### config.mk
export PLATFORM = sky130hd
export DESIGN_NAME = product_accumulator
export DESIGN_NICKNAME = d
export VERILOG_FILES = /design/src/rtl/prod_acc_pkg.sv /design/src/rtl/valid_delay_line.sv /design/src/rtl/product_accumulator.sv
export SDC_FILE = /design/constraint.sdc
export NUM_CORES = 1
export LEC_CHECK = 0
export CORE_ASPECT_RATIO = 0.5
export CORE_UTILIZATION = 45
export CTS_BUF_LIST = sky130_fd_sc_hd__clkbuf_4 sky130_fd_sc_hd__clkbuf_8
export CTS_CLUSTER_SIZE = 8
export DETAILED_ROUTE_END_ITERATION = 10
export DONT_BUFFER_PORTS = 1
export PLACE_DENSITY = 0.71
export SYNTH_ARGS = -nofsm -noshare
export SYNTH_HDL_FRONTEND = slang
export SYNTH_HIERARCHICAL = 1
export SYNTH_SLANG_ARGS = --single-unit
### constraint.sdc
create_clock -name clk -period 3.96 [get_ports clk]
set_clock_uncertainty 0.15 [all_clocks]
set_input_delay 0.99 -clock clk [delete_from_list [all_inputs] [get_ports clk]]
set_output_delay 0.99 -clock clk [all_outputs]
set_load 0.1 [all_outputs]
### src/rtl/prod_acc_pkg.sv
// Shared defaults and types for the multiplier-product accumulator.
package prod_acc_pkg;

    localparam int unsigned P_W_DEF   = 16;
    localparam int unsigned ACC_W_DEF = 24;
    localparam int unsigned CNT_W_DEF = 8;

    localparam logic [ACC_W_DEF-1:0] ACC_MAX = {ACC_W_DEF{1'b1}};

    typedef enum logic {
        FIRST,
        ACCUM
    } group_state_t;

endpackage

### src/rtl/valid_delay_line.sv
// Shift register for {valid, last} qualifiers, matched to a pipelined multiplier's latency.
module valid_delay_line #(
    parameter int unsigned Depth = 1
) (
    input  logic clk_i,
    input  logic rst_i,
    input  logic valid_i,
    input  logic last_i,
    output logic valid_o,
    output logic last_o
);

    logic [Depth-1:0] valid_q, valid_d;
    logic [Depth-1:0] last_q, last_d;

    always_comb begin
        valid_d    = valid_q;
        last_d     = last_q;
        valid_d[0] = valid_i;
        // last only has meaning alongside valid
        last_d[0]  = last_i & valid_i;
        for (int unsigned i = 1; i < Depth; i++) begin
            valid_d[i] = valid_q[i-1];
            last_d[i]  = last_q[i-1];
        end
    end

    always_ff @(posedge clk_i or posedge rst_i) begin
        if (rst_i) begin
            valid_q <= '0;
            last_q  <= '0;
        end else begin
            valid_q <= valid_d;
            last_q  <= last_d;
        end
    end

    assign valid_o = valid_q[Depth-1];
    assign last_o  = last_q[Depth-1];

endmodule

### src/rtl/product_accumulator.sv
// Groups multiplier products by a last flag and presents sum, term count and overflow
// flag on a valid/ready result register.
module product_accumulator
    import prod_acc_pkg::*;
#(
    parameter int unsigned P_W      = P_W_DEF,
    parameter int unsigned ACC_W    = ACC_W_DEF,
    parameter int unsigned CNT_W    = CNT_W_DEF,
    parameter int unsigned MULT_LAT = 1,
    parameter bit          SATURATE = 1'b1
) (
    input  logic             clk,
    input  logic             rst,
    input  logic             op_valid,
    input  logic             op_last,
    input  logic [P_W-1:0]   p_in,
    output logic             out_valid,
    input  logic             out_ready,
    output logic [ACC_W-1:0] out_sum,
    output logic [CNT_W-1:0] out_cnt,
    output logic             out_sat,
    output logic             overrun
);

    localparam logic [ACC_W-1:0] AccMax = {ACC_W{1'b1}};
    localparam logic [CNT_W-1:0] CntMax = {CNT_W{1'b1}};

    logic p_valid;
    logic p_last;

    valid_delay_line #(
        .Depth (MULT_LAT)
    ) u_delay (
        .clk_i   (clk),
        .rst_i   (rst),
        .valid_i (op_valid),
        .last_i  (op_last),
        .valid_o (p_valid),
        .last_o  (p_last)
    );

    group_state_t     state_q, state_d;
    logic [ACC_W-1:0] acc_q, acc_d;
    logic [CNT_W-1:0] cnt_q, cnt_d;
    logic             sat_q, sat_d;

    logic [ACC_W-1:0] base;
    logic [ACC_W:0]   sum_wide;
    logic             carry;
    logic [ACC_W-1:0] acc_next;
    logic [CNT_W-1:0] cnt_next;
    logic             sat_next;
    logic             done;

    always_comb begin
        state_d  = state_q;
        acc_d    = acc_q;
        cnt_d    = cnt_q;
        sat_d    = sat_q;
        done     = 1'b0;

        base     = (state_q == FIRST) ? '0 : acc_q;
        sum_wide = {1'b0, base} + (ACC_W+1)'(p_in);
        carry    = sum_wide[ACC_W];
        acc_next = (SATURATE && carry) ? AccMax : sum_wide[ACC_W-1:0];
        sat_next = ((state_q == FIRST) ? 1'b0 : sat_q) | carry;

        if (state_q == FIRST) begin
            cnt_next = CNT_W'(1);
        end else if (cnt_q == CntMax) begin
            cnt_next = cnt_q;
        end else begin
            cnt_next = cnt_q + CNT_W'(1);
        end

        if (p_valid) begin
            acc_d = acc_next;
            cnt_d = cnt_next;
            sat_d = sat_next;
            if (p_last) begin
                done    = 1'b1;
                state_d = FIRST;
            end else begin
                state_d = ACCUM;
            end
        end
    end

    always_ff @(posedge clk or posedge rst) begin
        if (rst) begin
            state_q <= FIRST;
            acc_q   <= '0;
            cnt_q   <= '0;
            sat_q   <= 1'b0;
        end else begin
            state_q <= state_d;
            acc_q   <= acc_d;
            cnt_q   <= cnt_d;
            sat_q   <= sat_d;
        end
    end

    logic             out_valid_q, out_valid_d;
    logic [ACC_W-1:0] out_sum_q, out_sum_d;
    logic [CNT_W-1:0] out_cnt_q, out_cnt_d;
    logic             out_sat_q, out_sat_d;
    logic             overrun_q, overrun_d;
    logic             load;

    always_comb begin
        out_valid_d = out_valid_q;
        out_sum_d   = out_sum_q;
        out_cnt_d   = out_cnt_q;
        out_sat_d   = out_sat_q;
        overrun_d   = overrun_q;

        // A consume and a load in the same cycle keeps single-term groups at full rate
        load = done && (!out_valid_q || out_ready);

        if (load) begin
            out_valid_d = 1'b1;
            out_sum_d   = acc_next;
            out_cnt_d   = cnt_next;
            out_sat_d   = sat_next;
        end else if (out_valid_q && out_ready) begin
            out_valid_d = 1'b0;
        end

        if (done && out_valid_q && !out_ready) begin
            overrun_d = 1'b1;
        end
    end

    always_ff @(posedge clk or posedge rst) begin
        if (rst) begin
            out_valid_q <= 1'b0;
            out_sum_q   <= '0;
            out_cnt_q   <= '0;
            out_sat_q   <= 1'b0;
            overrun_q   <= 1'b0;
        end else begin
            out_valid_q <= out_valid_d;
            out_sum_q   <= out_sum_d;
            out_cnt_q   <= out_cnt_d;
            out_sat_q   <= out_sat_d;
            overrun_q   <= overrun_d;
        end
    end

    assign out_valid = out_valid_q;
    assign out_sum   = out_sum_q;
    assign out_cnt   = out_cnt_q;
    assign out_sat   = out_sat_q;
    assign overrun   = overrun_q;

endmodule

==> summary.txt <==
Run status
  • Outcome: finished clean

CTS
  • TritonCTS Sinks: just over 70
  • Inserted Clock Buffers: 9
  • # Post-CTS Setup Buffers: 0
  • Clock Latency Late Sink: 0.35 ns
  • Max clock buf depth: 2
  • CTS tree: done
  • Hold-fix buffers at CTS: 0
  • H-tree levels: 3
  • Clock transition at path regs: around 0.070 ns
  • Root buf cell: clkbuf_8
  • CTS resizes: 0

STA
  • RSZ-0062 raised after global routing: false
  • Worst-Margin Slew: 0.946 ns
  • Final hold vios: 0
  • Fin crit share: between 80% and 90%
  • Slew HR: between 30% and 40%
  • Sum Neg Setup Slack: 0 ns
  • Tmin final: between 3 and 4 ns
  • Final setup fails: 0
  • Slew Viols, Final: 0
  • FMAX: slightly below 300 MHz

Worst setup path
  • Flop2flop setup slack: 0.54 ns
  • WS Path Type: reg2reg
  • Worst path slowest cell: dfrtp_1
  • R2R Path Start: state_q
  • Critical Path Fanout Max: 23
  • Critical Path AT: 3.51 ns
  • CP Cell Sequence: and2_1, ha_1, fa_1, a211oi_2, o21ai_1, a21oi_1, o21ai_2, a21oi_2, nor2_1, o32a_1
  • Slowest stage delay, CP: between 0.6 and 0.7 ns
  • R2R cell count: 10
  • Worst EP required: 4.05 ns
  • Reg2reg end: out_sum[18]
  • CP Capture Type: register
  • Crit path launch type: register

Cells and area
  • Fill cell count: between 800 and 900
  • # nets final: around 500
  • N_diodes: 0
  • Final core utilization: 50.5%
  • Area growth from synthesis to layout: 6.48%
  • Fraction of layout cells with a size suffix above 1: 7.66%
  • Final instance area: 4500 µm²

Synth
  • Top post-synthesis cells by count: 71 x dfrtp_1, 54 x nand2_1, 42 x nor2_1
  • Synth unique cells: 55
  • Top cell type's share of synthesized area: 42.0%
  • Cell taking the most area after synthesis: dfrtp_1
  • Post-Synth Adder-Cell Area: between 5 and 6%
  • Average cell area after synthesis: 8.84 µm²
  • Area share of and/or/nand/nor cells after synthesis: 20.7%
  • Largest family of logic cells by synthesized area: compound AO/OA/AOI/OAI gates
  • Synth top area cells: dfrtp_1 42%, ha_1 5.0%, a21oi_1 4.9%
  • Mux cell area share after synthesis: roughly 1.4%
  • Most common cell in the netlist: dfrtp_1
  • FFs w/ async S/R, synth: 100%
  • Ys Warns: 6
  • Compound-gate portion of the synthesized area: between 20% and 30%
  • Syn Inst Count: about 480
  • Synth Cell Area: approximately 4200 µm²
  • XOR/XNOR Fraction of Synth Area: under 10%
  • Syn Nets: just over 500
  • Sequential area share after synthesis: 42.0%
  • Number of synthesized register bits: just over 70
  • EDFF count, synth: 0
  • Prevailing post-synth register cell: dfrtp_1

GRT
  • Largest net degree at the start of global routing: 44
  • Vias in the first global route: between 3000 and 4000
  • GRT overflow: 0
  • Antenna violations before repair: 0
  • First-pass GRT wire length: between 15000 and 20000 µm
  • GRT Util Overall: between 20% and 30%

Routing
  • Drt wl/cell: around 16 µm
  • WL final: 9330 µm
  • Initial DRC Count: 194
  • Met2 WL post-DR: 4110 µm
  • DRT Pass-1 Iters: 6
  • Routed Antenna Nets: 0
  • Met3 wire len: ~600 µm
  • DRC: 0
  • Routed met1 length: ~4500 µm
  • Top Layer Used: met4
  • Via count: between 3000 and 4000
  • Average vias per placed instance: between 5 and 6

Placed design
  • Placed Area: roughly 4300 µm²
  • IO Port Bufs: 0
  • Dpl hpwl: about 6800 µm
  • Placer congestion estimate: 0.859

Power and ir drop
  • Pwr dens: 902 nW/µm²
  • Max VDD drop: roughly 0.42 mV
  • Design Power: approximately 4.1 mW
  • Leakage: around 1.9 nW

Die
  • Die Height: roughly 71 µm
  • Die width: 139 µm
  • Initial core utilization: 47.4%
  • Num rows: 24
  • Io pins: 56
  • Core Region: 8920 µm²
  • Die area: just under 10000 µm²

Job
  • Max_cap viols: 0

Hold path
  • Worst hold path type: in2async
logic make-up after synthesis:
family | after synthesis
AO/OA/AOI/OAI | 146
XOR/XNOR | 18
adder cells (fa/ha/maj) | 18
buffers and inverters | 44
flip-flops | 71
multiplexers | 6
AND/OR/NAND/NOR | 175
power by group:
group	switching, mW	leakage [nW]	internal, mW	total (mW)
Sequential	1.22	0.849	0.959	2.18
Combinational	0.740	0.906	0.525	1.27
Clock	0.266	0.102	0.354	0.620
Total	2.22	1.86	1.84	4.06
critical path: cells and delay by family, from the launching register on:
kind / cells / cell delay, ns
fa+ha+maj: 2 / 0.64
simple gates: 2 / 0.33
flops: 1 / 0.65
compound gates: 6 / 1.52
state kept, by name, summed over array words and instances (netlist names), 8 cells and up:
| register | cells |
|---|---|
| acc_q | 24 |
| cnt_q | 8 |
| out_cnt | 8 |
| out_sum | 24 |
worst max-delay path by stage:
stage | cells past startpoint | slack (ns) | startpoint | endpoint
4_1_cts | 10 | 0.58 | state_q | out_sum[18]
3_5_place_dp | 9 | 0.48 | p_in[0] | out_sum[18]
2_1_floorplan | 13 | 0.74 | state_q | out_sum[18]
3_3_place_gp | 9 | 0.57 | p_in[0] | out_sum[18]
6_report | 10 | 0.54 | state_q | out_sum[18]
5_1_grt | 10 | 0.28 | state_q | out_sum[18]
cell type report:
type | instances | area (µm²) | share of cell area, %
inverters | 15 | 56.3 | 1.25
well taps | 117 | 146 | 3.25
clock inverters | 4 | 72.6 | 1.61
flip-flops and latches | 71 | 1780 | 39.5
multi-input cells | 363 | 2270 | 50.3
clock buffers | 10 | 131 | 2.92
repair buffers | 7 | 52.6 | 1.17
placed cells by master (no fill, tap or decap), types with 2 or more instances in the layout:
cell type / instances
a31oi_1: 7
o22ai_1: 4
clkbuf_8: 9
ha_1: 17
nand3_1: 18
xor2_1: 8
mux2i_1: 6
o22a_1: 13
buf_4: 7
a21o_1: 2
nand4_1: 9
and2_1: 21
dfrtp_1: 71
nor2b_1: 6
and3_1: 2
inv_1: 14
o21a_1: 3
a211oi_1: 3
a21oi_1: 41
nor2_1: 42
bufinv_16: 2
o21ai_0: 39
nor3_1: 2
a211oi_2: 3
o31ai_1: 6
o21ai_1: 4
nor3b_1: 2
nand2b_1: 6
or2_1: 2
xnor2_1: 10
o32a_1: 2
a21oi_2: 2
o211ai_1: 5
nor4_1: 2
nand2_1: 54
nor3_2: 2
and4_1: 2
o21bai_1: 2
o311ai_0: 2
stage by stage:
stage	cells	setup WS, ns	hold WS, ns
5_1_grt	587	0.278	0.202
3_3_place_gp	573	0.573	0.321
4_1_cts	587	0.578	0.204
6_report	587	0.542	0.218
3_5_place_dp	573	0.483	0.321
2_1_floorplan	478	0.738	0.296
per-layer routing:
layer / vias up / GRT usage [%]
met5: - / 0
met1: 1672 / 27.4
li1: 1684 / -
met3: 13 / 7.38
met4: 0 / 7.28
met2: 74 / 31.7
No activity file was read; power rests on OpenSTA's default activity.
